$ cat src/rtl/uart_cmd_decoder_pkg.sv
// Shared types and constants for the UART command decoder: opcodes, framing bytes,
// parse FSM states and the tagged response-queue entry.
package uart_cmd_pkg;

  localparam logic [7:0] SYNC_BYTE = 8'hA5;
  localparam logic [7:0] ACK_BYTE  = 8'h06;
  localparam logic [7:0] NAK_BYTE  = 8'h15;

  typedef enum logic [7:0] {
    OP_SET_DIV     = 8'h01,
    OP_SET_MASK    = 8'h02,
    OP_SET_VAL     = 8'h03,
    OP_ARM         = 8'h04,
    OP_CLEAR       = 8'h05,
    OP_READ_STATUS = 8'h06
  } opcode_e;

  typedef enum logic [3:0] {
    S_SYNC,
    S_OP,
    S_ARGH,
    S_ARGL,
    S_CHK,
    S_EXEC,
    S_TX_LOAD,
    S_TX_HOLD,
    S_TX_DRAIN
  } state_e;

  // is_status marks the READ_STATUS byte so the sticky drop flag can be released on load
  typedef struct packed {
    logic       is_status;
    logic [7:0] data;
  } resp_t;

  function automatic logic op_valid(input logic [7:0] op);
    return (op >= OP_SET_DIV) && (op <= OP_READ_STATUS);
  endfunction

endpackage

$ cat src/rtl/uart_cmd_decoder_if.sv
// Byte-level link between the decoder and the UART rx/tx paths.
// master = decoder side, slave = UART side.
interface uart_cmd_decoder_if;
  logic [7:0] rx_data;
  logic       rx_valid;
  logic       tx_busy;
  logic [7:0] tx_data;
  logic       tx_start;

  modport master (
    input  rx_data, rx_valid, tx_busy,
    output tx_data, tx_start
  );

  modport slave (
    output rx_data, rx_valid, tx_busy,
    input  tx_data, tx_start
  );
endinterface

$ cat src/rtl/uart_cmd_decoder_resp_queue.sv
// Two-entry in-order response FIFO; up to two bytes may be pushed in one cycle
// so an ACK and its status byte enter together.
module uart_resp_queue #(
  parameter int WIDTH = 9
) (
  input  logic             clk,
  input  logic             rst_n,
  input  logic [1:0]       push_cnt_i,
  input  logic [WIDTH-1:0] push_data0_i,
  input  logic [WIDTH-1:0] push_data1_i,
  input  logic             pop_i,
  output logic [WIDTH-1:0] head_o,
  output logic [1:0]       count_o
);

  logic [WIDTH-1:0] mem_q [2];
  logic [WIDTH-1:0] mem_d [2];
  logic [1:0]       count_q, count_d;
  logic [1:0]       cnt;

  always_comb begin
    // NOTE: every comb output gets a default first so no path leaves it unassigned (no latch).
    mem_d = mem_q;
    cnt   = count_q;
    if (pop_i && cnt != 2'd0) begin
      mem_d[0] = mem_q[1];
      cnt      = cnt - 2'd1;
    end
    if (push_cnt_i != 2'd0 && cnt != 2'd2) begin
      mem_d[cnt[0]] = push_data0_i;
      cnt           = cnt + 2'd1;
    end
    if (push_cnt_i == 2'd2 && cnt != 2'd2) begin
      mem_d[cnt[0]] = push_data1_i;
      cnt           = cnt + 2'd1;
    end
    count_d = cnt;
  end

  always_ff @(posedge clk) begin
    // NOTE: sequential state uses non-blocking assignments so all flops update together.
    if (!rst_n) count_q <= 2'd0;
    else        count_q <= count_d;
  end

  // NOTE: storage is not reset; count_q alone defines which entries are valid.
  always_ff @(posedge clk) begin
    mem_q <= mem_d;
  end

  assign head_o  = mem_q[0];
  assign count_o = count_q;

endmodule

$ cat src/rtl/uart_cmd_decoder.sv
// Parses 5-byte command frames from the UART, drives capture configuration and
// answers via the tx handshake. Optional inter-byte timeout: UART_CMD_TIMEOUT_EN.
module uart_cmd_decoder
  import uart_cmd_pkg::*;
#(
  parameter int          INPUT_CLK_KHZ = 100_000,
  parameter int          TIMEOUT_MS    = 10,
  parameter logic [15:0] DIV_RESET     = 16'd1
) (
  input  logic               input_clk,
  input  logic               reset_n,
  uart_cmd_decoder_if.master uart,
  input  logic [6:0]         status_in,
  output logic [15:0]        cfg_clk_div,
  output logic [7:0]         cfg_trig_mask,
  output logic [7:0]         cfg_trig_val,
  output logic               arm_pulse,
  output logic               clear_pulse
);

  state_e      state_q, state_d;
  logic [7:0]  op_q, argh_q, argl_q, chk_q;
  logic        hold_q, rx_drop_q, tx_start_q;
  logic [7:0]  tx_data_q;
  logic [15:0] clk_div_q;
  logic [7:0]  trig_mask_q, trig_val_q;

  logic        frame_ok, in_frame, in_resp, load, drop_evt, timeout_hit;
  logic [1:0]  push_cnt, q_count;
  resp_t       push0, push1, head;

  assign in_frame = state_q inside {S_OP, S_ARGH, S_ARGL, S_CHK};
  assign in_resp  = state_q inside {S_EXEC, S_TX_LOAD, S_TX_HOLD, S_TX_DRAIN};

`ifdef UART_CMD_TIMEOUT_EN
  localparam logic [31:0] TIMEOUT_CLKS = 32'(INPUT_CLK_KHZ * TIMEOUT_MS);
  logic [31:0] tmr_q;

  always_ff @(posedge input_clk) begin
    if (!reset_n || !in_frame || uart.rx_valid) tmr_q <= '0;
    else                                        tmr_q <= tmr_q + 32'd1;
  end

  assign timeout_hit = in_frame && (tmr_q == TIMEOUT_CLKS - 32'd1);
`else
  assign timeout_hit = 1'b0;
`endif

  // A byte arriving while responding, or as a timeout abandons the frame, is lost.
  assign drop_evt = uart.rx_valid && (in_resp || timeout_hit);

  always_ff @(posedge input_clk) begin
    if (!reset_n) state_q <= S_SYNC;
    else          state_q <= state_d;
  end

  always_comb begin
    state_d = state_q;
    case (state_q)
      S_SYNC:     if (uart.rx_valid && uart.rx_data == SYNC_BYTE) state_d = S_OP;
      S_OP:       if (uart.rx_valid) state_d = S_ARGH;
      S_ARGH:     if (uart.rx_valid) state_d = S_ARGL;
      S_ARGL:     if (uart.rx_valid) state_d = S_CHK;
      S_CHK:      if (uart.rx_valid) state_d = S_EXEC;
      S_EXEC:     state_d = S_TX_LOAD;
      S_TX_LOAD:  if (!uart.tx_busy) state_d = S_TX_HOLD;
      S_TX_HOLD:  if (hold_q) state_d = S_TX_DRAIN;
      S_TX_DRAIN: if (!uart.tx_busy) state_d = (q_count != 2'd0) ? S_TX_LOAD : S_SYNC;
      default:    state_d = S_SYNC;
    endcase
    if (timeout_hit) state_d = S_SYNC;
  end

  always_comb begin
    frame_ok         = (chk_q == (op_q ^ argh_q ^ argl_q)) && op_valid(op_q);
    arm_pulse        = 1'b0;
    clear_pulse      = 1'b0;
    push_cnt         = 2'd0;
    push0.is_status  = 1'b0;
    push0.data       = frame_ok ? ACK_BYTE : NAK_BYTE;
    push1.is_status  = 1'b1;
    push1.data       = {rx_drop_q, status_in};
    load             = (state_q == S_TX_LOAD) && !uart.tx_busy;
    if (state_q == S_EXEC) begin
      arm_pulse   = frame_ok && (op_q == OP_ARM);
      clear_pulse = frame_ok && (op_q == OP_CLEAR);
      push_cnt    = (frame_ok && op_q == OP_READ_STATUS) ? 2'd2 : 2'd1;
    end
  end

  always_ff @(posedge input_clk) begin
    if (uart.rx_valid) begin
      case (state_q)
        S_OP:    op_q   <= uart.rx_data;
        S_ARGH:  argh_q <= uart.rx_data;
        S_ARGL:  argl_q <= uart.rx_data;
        S_CHK:   chk_q  <= uart.rx_data;
        default: ;
      endcase
    end
  end

  always_ff @(posedge input_clk) begin
    if (!reset_n) begin
      hold_q      <= 1'b0;
      rx_drop_q   <= 1'b0;
      tx_start_q  <= 1'b0;
      tx_data_q   <= 8'h00;
      clk_div_q   <= DIV_RESET;
      trig_mask_q <= 8'h00;
      trig_val_q  <= 8'h00;
    end else begin
      hold_q     <= (state_q == S_TX_HOLD) && !hold_q;
      tx_start_q <= load;
      if (load) tx_data_q <= head.data;
      // A fresh drop wins over releasing the flag for a status byte that reported an older one.
      if (drop_evt)                                     rx_drop_q <= 1'b1;
      else if (load && head.is_status && head.data[7]) rx_drop_q <= 1'b0;
      if (state_q == S_EXEC && frame_ok) begin
        case (op_q)
          OP_SET_DIV:  clk_div_q   <= {argh_q, argl_q};
          OP_SET_MASK: trig_mask_q <= argl_q;
          OP_SET_VAL:  trig_val_q  <= argl_q;
          default:     ;
        endcase
      end
    end
  end

  uart_resp_queue #(.WIDTH($bits(resp_t))) u_resp_queue (
    .clk          (input_clk),
    .rst_n        (reset_n),
    .push_cnt_i   (push_cnt),
    .push_data0_i (push0),
    .push_data1_i (push1),
    .pop_i        (load),
    .head_o       (head),
    .count_o      (q_count)
  );

  assign uart.tx_data  = tx_data_q;
  assign uart.tx_start = tx_start_q;
  assign cfg_clk_div   = clk_div_q;
  assign cfg_trig_mask = trig_mask_q;
  assign cfg_trig_val  = trig_val_q;

endmodule

$ cat src/flat_wrapper.sv
// flat-port wrapper written by rule: the top's interface ports become plain ports
module uart_cmd_decoder_flat import uart_cmd_pkg::*;
#(
  parameter int          INPUT_CLK_KHZ = 100_000,
  parameter int          TIMEOUT_MS    = 10,
  parameter logic [15:0] DIV_RESET     = 16'd1
)
  (input_clk, reset_n, status_in, cfg_clk_div, cfg_trig_mask, cfg_trig_val, arm_pulse, clear_pulse, uart_rx_data, uart_rx_valid, uart_tx_busy, uart_tx_data, uart_tx_start);
  uart_cmd_decoder_if uart_i ();
  input  logic input_clk;
  input  logic reset_n;
  input  logic [6:0] status_in;
  output logic [15:0] cfg_clk_div;
  output logic [7:0] cfg_trig_mask;
  output logic [7:0] cfg_trig_val;
  output logic arm_pulse;
  output logic clear_pulse;
  input wire logic [$bits(uart_i.rx_data)-1:0] uart_rx_data;
  input wire logic [$bits(uart_i.rx_valid)-1:0] uart_rx_valid;
  input wire logic [$bits(uart_i.tx_busy)-1:0] uart_tx_busy;
  output wire logic [$bits(uart_i.tx_data)-1:0] uart_tx_data;
  output wire logic [$bits(uart_i.tx_start)-1:0] uart_tx_start;
  assign uart_i.rx_data = uart_rx_data;
  assign uart_i.rx_valid = uart_rx_valid;
  assign uart_i.tx_busy = uart_tx_busy;
  assign uart_tx_data = uart_i.tx_data;
  assign uart_tx_start = uart_i.tx_start;
  uart_cmd_decoder #(.INPUT_CLK_KHZ(INPUT_CLK_KHZ), .TIMEOUT_MS(TIMEOUT_MS), .DIV_RESET(DIV_RESET)) u_core (.input_clk(input_clk), .reset_n(reset_n), .uart(uart_i), .status_in(status_in), .cfg_clk_div(cfg_clk_div), .cfg_trig_mask(cfg_trig_mask), .cfg_trig_val(cfg_trig_val), .arm_pulse(arm_pulse), .clear_pulse(clear_pulse));
endmodule
$ cat config.mk
export PLATFORM = sky130hd
export DESIGN_NAME = uart_cmd_decoder_flat
export DESIGN_NICKNAME = d
export VERILOG_FILES = /design/src/rtl/uart_cmd_decoder_pkg.sv /design/src/rtl/uart_cmd_decoder_if.sv /design/src/rtl/uart_cmd_decoder_resp_queue.sv /design/src/rtl/uart_cmd_decoder.sv /design/src/flat_wrapper.sv
export SDC_FILE = /design/constraint.sdc
export NUM_CORES = 1
export LEC_CHECK = 0
export CAP_MARGIN = 30
export CORE_ASPECT_RATIO = 0.9
export CORE_UTILIZATION = 45
export CTS_CLUSTER_SIZE = 12
export DETAILED_ROUTE_END_ITERATION = 8
export PLACE_DENSITY = 0.75
export SETUP_SLACK_MARGIN = 0.1
export SLEW_MARGIN = 25
export SYNTH_ARGS = -nofsm -noshare
export SYNTH_HDL_FRONTEND = slang
export SYNTH_SLANG_ARGS = --single-unit
$ cat constraint.sdc
create_clock -name input_clk -period 4.65 [get_ports input_clk]
set_input_delay 0.93 -clock input_clk [delete_from_list [all_inputs] [get_ports input_clk]]
set_output_delay 0.93 -clock input_clk [all_outputs]
set_load 0.01 [all_outputs]
==> results_tabular.tex <==
\begin{tabular}{lr}
\hline
Metric & Value \\
\hline
\multicolumn{2}{l}{\textbf{Worst hold path}} \\
\quad Min-Delay Endpoint & u\_core.hold\_q \\
\quad Worst hold path class & reg -> reg \\
\quad Hold\_sp & u\_core.hold\_q \\
\quad Worst Hold Depth & 1 \\
\multicolumn{2}{l}{\textbf{Drt}} \\
\quad First-pass detailed-route iteration total & 4 \\
\quad Via density & 5.14 \\
\quad Remaining antenna violation count after routing & 0 \\
\quad DRC violations left & 0 \\
\quad Wirelength per Cell & 14.9 um \\
\quad Violation count after the first detailed-routing iteration & 181 \\
\quad Total Routed Length & 8350 um \\
\quad Vias after detailed routing & 2890 \\
\multicolumn{2}{l}{\textbf{STA}} \\
\quad Count of endpoints failing hold in the final timing report & 0 \\
\quad Final worst path period share & 90.1\% \\
\quad Minimum clock period & 4190 ps \\
\quad Accumulated negative setup slack & 0 ps \\
\quad Finish-stage setup viols & 0 \\
\quad Actual transition at the worst max-transition pin & 893 ps \\
\quad Maximum clock frequency & 0.239 GHz \\
\quad Max-slew violation count & 0 \\
\quad Setup repair after global routing missed its margin & false \\
\quad Worst clock skew & 13.4 ps \\
\quad Normalized max-slew margin & 40.3\% \\
\quad Worst hold slack across all endpoints & 444 ps \\
\multicolumn{2}{l}{\textbf{Clock tree}} \\
\quad Inserted Clock Buffers & 9 \\
\quad Count of cells resized by post-cts repair & 0 \\
\quad CTS tree & built \\
\quad Maximum clock path buffer count & 2 \\
\quad \# hold bufs at CTS & 0 \\
\quad Clock root buffer & sky130\_fd\_sc\_hd\_\_clkbuf\_8 \\
\quad Clock slew at reported path FFs & 90 ps \\
\quad Number of sinks handled by clock tree synthesis & 99 \\
\quad Setup Fix Bufs, Post-CTS & 0 \\
\quad Clock latency at the later pin of the worst-skew pair & 360 ps \\
\quad H-Tree Level Count & 3 \\
\multicolumn{2}{l}{\textbf{Synth}} \\
\quad Post-synthesis register bit count & 99 \\
\quad Synthesized net count & 393 \\
\quad Yosys Warn Count & 0 \\
\quad Netlist Area Pre-Place & 4200 um2 \\
\quad Ys async rst share & 0\% \\
\quad Synth cell types & 48 \\
\quad Area share of the leading cell type in the synthesized netlist & 32.0\% \\
\quad Mean Syn Cell Area & 11.3 um2 \\
\quad Post-synth top area cell & sky130\_fd\_sc\_hd\_\_dfxtp\_1 \\
\quad Number of standard cells after synthesis & 371 \\
\quad Leading register cell type out of synthesis & sky130\_fd\_sc\_hd\_\_dfxtp\_1 \\
\quad EDFF count, synth & 32 \\
\quad Portion of the post-synthesis area used by sequential elements & 54.9\% \\
\quad Biggest area contributors in the synthesized netlist & sky130\_fd\_sc\_hd\_\_dfxtp\_1 32\%, sky130\_fd\_sc\_hd\_\_edfxtp\_1 23\%, sky130\_fd\_sc\_hd\_\_mux2i\_1 13\% \\
\multicolumn{2}{l}{\textbf{Pwr}} \\
\quad Leak & 0.00191 uW \\
\quad Sequential fraction of design power & 59.8\% \\
\quad Cell area power density & 293 nW/um2 \\
\quad Internal power of the cells & 1170 uW \\
\quad Sw Share & 22.1\% \\
\quad Power share of the clock group & 37.0\% \\
\quad Logic pwr share & 3.1\% \\
\quad Switching power summed over all nets & 333 uW \\
\quad Worst vdd rail ir drop & 0.000148 V \\
\multicolumn{2}{l}{\textbf{Worst setup path}} \\
\quad R2R Path Start & u\_core.state\_q[1] \\
\quad Crit Reg-Reg Endpoint & u\_core.u\_resp\_queue.mem\_q[4] \\
\quad Largest incremental delay on the critical path & 690 ps \\
\quad Required time of the critical path & 3720 ps \\
\quad R2R cell count & 11 \\
\quad Critical path cell sequence & xnor2\_1 -> xnor2\_1 -> nand4\_1 -> or4\_1 -> nor4\_1 -> clkdlybuf4s50\_1 \\
\quad Buffers and inverters on the worst path & 1 \\
\quad Critical Path Sink Type & output pin \\
\quad R2r setup slk & 650 ps \\
\quad Most repeated library cell on the critical path & sky130\_fd\_sc\_hd\_\_xnor2\_1 \\
\quad CP arrival & 3260 ps \\
\quad Category of the worst setup path launch point & flip-flop \\
\quad Peak fanout along the critical path & 5 \\
\quad CP Class & reg -> out \\
\quad Kind of cell adding the most delay to the critical path & simple AND/OR/NAND/NOR gates \\
\quad Slowest-stage cell, CP & sky130\_fd\_sc\_hd\_\_or4\_1 \\
\multicolumn{2}{l}{\textbf{Layout}} \\
\quad Fraction of layout instances using a drive strength above 1 & 9.09\% \\
\quad \# nets final & 457 \\
\quad Ant diodes & 0 \\
\quad Finished Cell Area & 5130 um2 \\
\quad Area growth from synthesis to layout & 22.3\% \\
\multicolumn{2}{l}{\textbf{Global route}} \\
\quad Global router's overall resource usage & 18.1\% \\
\quad Initial antenna violation count & 0 \\
\quad Largest net degree at the start of global routing & 28 \\
\quad Number of global-route vias before repair & 2719 \\
\quad Remaining Overflow, GRT & 0 \\
\quad Wire length of the first global-routing pass & 13500 um \\
\multicolumn{2}{l}{\textbf{Floorplanning}} \\
\quad Floorplan die area & 9720 um2 \\
\quad Height of the die & 93.6 um \\
\quad Num ports & 62 \\
\quad Std-Cell Rows & 33 \\
\quad Starting utilization of the core area & 46.2\% \\
\quad Area of the core & 9080 um2 \\
\quad Die width & 104 um \\
\multicolumn{2}{l}{\textbf{Placed design}} \\
\quad Instance area at placement & 4920 um2 \\
\quad Port-buffer cells & 61 \\
\quad Dpl hpwl & 6020 um \\
\quad Final Wtd Congestion & 0.768 \\
\multicolumn{2}{l}{\textbf{Outcome}} \\
\quad Status & finished clean \\
\multicolumn{2}{l}{\textbf{Flow run}} \\
\quad Number of max-cap violations & 0 \\
\hline
\end{tabular}
## power groups by stage
| stage | combinational [uW] | clock, uW | sequential [uW] |
|---|---|---|---|
| floorplan | 21.2 | 0 | 918 |
| global placement | 45.9 | 0 | 920 |
| detailed placement | 46.8 | 0 | 920 |
| CTS | 47.3 | 565 | 900 |
| global route | 51.7 | 599 | 901 |
| finish | 47.1 | 557 | 900 |
## worst register-to-register path: cells and delay by family (launching register included)
kind,cells,cell delay (ps)
muxes,2,580
adders and majority gates,2,470
xor gates and xnor gates,1,240
DFF,1,610
and+or+nand+nor,6,2000
## cells in the mapped netlist (4+ instances only)
master,n
sky130_fd_sc_hd__nand2_1,21
sky130_fd_sc_hd__a21oi_1,7
sky130_fd_sc_hd__mux2i_1,53
sky130_fd_sc_hd__mux2_2,8
sky130_fd_sc_hd__o21ai_0,7
sky130_fd_sc_hd__nor4_1,6
sky130_fd_sc_hd__dfxtp_1,67
sky130_fd_sc_hd__nor3_1,7
sky130_fd_sc_hd__nand3_1,5
sky130_fd_sc_hd__clkbuf_1,11
sky130_fd_sc_hd__xor2_1,8
sky130_fd_sc_hd__xnor2_1,14
sky130_fd_sc_hd__inv_1,16
sky130_fd_sc_hd__nor2_1,52
sky130_fd_sc_hd__nor4b_1,4
sky130_fd_sc_hd__edfxtp_1,32
sky130_fd_sc_hd__nand3b_1,4
## layer usage
metal	track usage (%)	share of wire [%]
met3	3.28	3.5
met5	0	0
met4	7.62	1.6
met2	30.3	48
met1	23.4	47
## layout make-up
type / count / area (um2)
Timing Repair Buffer: 70 / 682
Fill cell: 758 / 3950
Clock buffer: 9 / 124
Clock inverter: 7 / 75.1
Sequential cell: 99 / 2300
Multi-Input combinational cell: 239 / 1740
Tap cell: 122 / 153
Inverter: 16 / 60.1
## per-stage QoR
stage / utilization (%) / setup slack (ps) / cells / total power [uW]
floorplan: - / 775 / 371 / 939
finish: 56.5 / 462 / 562 / 1500
detailed placement: 54.1 / 242 / 544 / 967
CTS: 56.3 / 408 / 560 / 1510
global route: 56.5 / 310 / 562 / 1550
global placement: 54.1 / 378 / 544 / 966
## state kept, by name (all words and copies together), names as in the netlist
register / flops
u_core.u_resp_queue.count_o: 2
u_core.u_resp_queue.head_o: 9
u_core.chk_q: 8
u_core.uart.tx_data: 8
u_core.op_q: 8
u_core.cfg_trig_mask: 8
u_core.u_resp_queue.mem_q: 9
u_core.cfg_trig_val: 8
u_core.hold_q: 1
u_core.uart.tx_start: 1
u_core.rx_drop_q: 1
u_core.argh_q: 8
u_core.cfg_clk_div: 16
u_core.argl_q: 8
u_core.state_q: 4
## worst max path at each step
stage                           startpoint                       endpoint  slack (ps)  depth (start not counted)
after floorplan               uart_tx_busy  u_core.u_resp_queue.head_o[1]         770                         13
after global placement        uart_tx_busy   u_core.u_resp_queue.mem_q[2]         380                         11
after detailed placement      uart_tx_busy   u_core.u_resp_queue.mem_q[4]         240                         11
after CTS                 u_core.argl_q[4]                      arm_pulse         410                          6
after global routing      u_core.argl_q[4]                      arm_pulse         310                          6
final                     u_core.argl_q[4]                      arm_pulse         460                          6
## placed cells by master (no fill, tap or decap), types with 2 or more instances in the layout
cell,synthesis,final
sky130_fd_sc_hd__xor2_1,8,8
sky130_fd_sc_hd__mux2_4,2,2
sky130_fd_sc_hd__nor2_1,52,52
sky130_fd_sc_hd__ha_1,3,3
sky130_fd_sc_hd__nor3_4,2,2
sky130_fd_sc_hd__or3_1,3,3
sky130_fd_sc_hd__and3b_1,2,2
sky130_fd_sc_hd__mux2_2,8,8
sky130_fd_sc_hd__nor3_1,7,7
sky130_fd_sc_hd__clkdlybuf4s50_1,0,61
sky130_fd_sc_hd__inv_1,16,16
sky130_fd_sc_hd__nand4_1,3,3
sky130_fd_sc_hd__nor4b_1,4,4
sky130_fd_sc_hd__o211ai_1,2,2
sky130_fd_sc_hd__mux2i_1,53,53
sky130_fd_sc_hd__nand2b_1,3,3
sky130_fd_sc_hd__dfxtp_1,67,67
sky130_fd_sc_hd__xnor3_1,2,2
sky130_fd_sc_hd__xnor2_1,14,14
sky130_fd_sc_hd__nand3b_1,4,4
sky130_fd_sc_hd__a21oi_1,7,7
sky130_fd_sc_hd__nand3_1,5,5
sky130_fd_sc_hd__o21ai_0,7,7
sky130_fd_sc_hd__o21a_1,2,2
sky130_fd_sc_hd__nor4_1,6,6
sky130_fd_sc_hd__clkbuf_8,0,9
sky130_fd_sc_hd__edfxtp_1,32,32
sky130_fd_sc_hd__nand4bb_1,3,3
sky130_fd_sc_hd__nand2_1,21,21
sky130_fd_sc_hd__buf_4,1,8
## logic make-up after synthesis
logic type | synth area share (%)
compound gates | 4.14
xor+xnor | 5.66
fa+ha+maj | 0.895
buf+inv | 3.73
flops | 54.9
mux | 15.5
simple gates | 15.2
(Power assumes the default switching activity.)
==> RTL edit (config.mk and constraints unchanged) <==
The option `UART_CMD_TIMEOUT_EN` is turned on by a define.
--- a/src/rtl/uart_cmd_decoder.sv
+++ b/src/rtl/uart_cmd_decoder.sv
@@ -1,5 +1,7 @@
 // Parses 5-byte command frames from the UART, drives capture configuration and
 // answers via the tx handshake. Optional inter-byte timeout: UART_CMD_TIMEOUT_EN.
+`define UART_CMD_TIMEOUT_EN
+
 module uart_cmd_decoder
   import uart_cmd_pkg::*;
 #(
Check against the original RTL: same outputs for any inputs over 10 cycles, from zero or initial values and one cycle with reset_n low; that may be too few to reach the edited logic, so the function may still have changed.
==> RTL edit against the original RTL <==
Synthesized area rose by 38%; sequential power rose by 30%; routed wire length rose by 45%; register-to-register slack got worse by 110 ps; largest power group is now clock; sequential cell count rose by 32; total power rose by 70%; count of clock-buffer cells in the layout rose by 14; setup slack got worse by 150 ps; cell area rose by 41%.
==> RTL edit: results (changes against the original RTL) <==
Place:
- The worst-case setup slack after placement is -93.7 ps (-336 ps).
- The last weighted congestion value of the routability-driven placer is 0.793 (+3.3%).

Yosys:
- The fraction of the yosys area taken by sequential cells was 51.0% (-3.9 points).
- The synthesized netlist net count is 572 (+46%).
- By area the synthesized netlist is led by dfxtp_1, edfxtp_1, mux2i_1.
- The average cell area after synthesis is 10.5 sq um (-7.0%).
- The distinct cell type count of the synthesized netlist is 54 (+13%).

Outcome:
- The flow ran to the end, and the final reports show no timing, DRC or antenna violations.

Clock network:
- The maximum level of the CTS H-tree is 4 (+1).
- The later-pin clock latency in the skew report was 410 ps (+50 ps).
- The number of buffers inserted during clock tree synthesis is 17 (+8).

Drt:
- The final routed wirelength across all metal layers is 12.1 mm (+45%).
- The met2 wire length was 5.94 mm (+48%).
- The violation count after the first detailed-route iteration was 260 (+44%).
- The detailed-routed wire length on met3 is 453 microns (+53%).

Global routing:
- The global routing met3 resource utilization came to 4.67% (+1.4 points).
- The via count of the first global-routing pass is 4,217 (+55%).
- The global-route wire length before repair is 20.1 mm (+49%).
- The met2 layer usage reported by global route was 33.9% (+3.7 points).

Worst setup path:
- The worst register-to-register path ends at u_core.u_resp_queue.head_o[6]$_DFF_P_.
- The internal reg-to-reg setup slack came to 540 ps (-110 ps).
- The cell depth of the worst flop-to-flop path is 13 (+2).
- In this run the critical register-to-register path is launched from u_core.state_q[2]$_SDFFE_PP0P_.

Timing:
- The worst-case hold slack is 453 ps (+9.11 ps).

Layout:
- The number of nets at the end of the flow is 648 (+42%).
- The fraction of layout instances using a drive strength above 1 was 11.6% (+2.5 points).
- The number of cells in the finished layout apart from fillers came to 798 (+42%).

Power and ir drop:
- The leakage dissipation is 2.41 nW (+26%).
-- RTL edit: worst max path at each step --
stage	slack [ps]	start	cells past startpoint	endpoint
finish	310	uart_tx_busy	13	u_core.u_resp_queue.head_o[6]$_DFF_P_
global route	130	uart_tx_busy	14	u_core.u_resp_queue.mem_q[6]$_DFF_P_
CTS	320	uart_tx_busy	13	u_core.u_resp_queue.head_o[6]$_DFF_P_
detailed placement	-90	uart_tx_busy	13	u_core.u_resp_queue.head_o[6]$_DFF_P_
global placement	40	uart_tx_busy	13	u_core.u_resp_queue.head_o[6]$_DFF_P_
floorplan	210	uart_tx_busy	12	u_core.u_resp_queue.head_o[0]$_DFF_P_
-- RTL edit: area by class of cell --
class / instances / area share (%)
flip-flops and latches: 131 / 40.7
multi-input cells: 384 / 37.3
well taps: 160 / 2.77
clock inverters: 9 / 1.39
clock buffers: 23 / 6.91
repair buffers: 77 / 10.1
inverters: 14 / 0.728
-- RTL edit: critical path, stage by stage --
cell	delay (ps)
clkdlybuf4s50_1	450
nor4_2	390
buf_4	180
xnor2_1	70
ha_1	250
nor3_1	330
buf_4	190
mux2i_1	100
ha_1	200
or4b_4	530
or4_4	470
nor2_8	220
mux2_4	320
-- RTL edit: logic make-up (layout without fill, tap and decap cells) --
kind of cell,after synthesis,after routing,synth area share (%)
compound gates,40,40,4.51
xor+xnor,55,55,8.34
fa+ha+maj,4,4,0.867
buf+inv,34,123,2.43
flops,131,131,51.0
mux,62,62,11.4
simple gates,223,223,21.5
-- RTL edit: power by group --
part	total (mW)	internal, mW	leakage [nW]	switching, mW
Combinational	0.0475	0.0265	1.02	0.0210
Sequential	1.17	1.17	1.09	0.00217
Clock	1.33	0.860	0.302	0.470
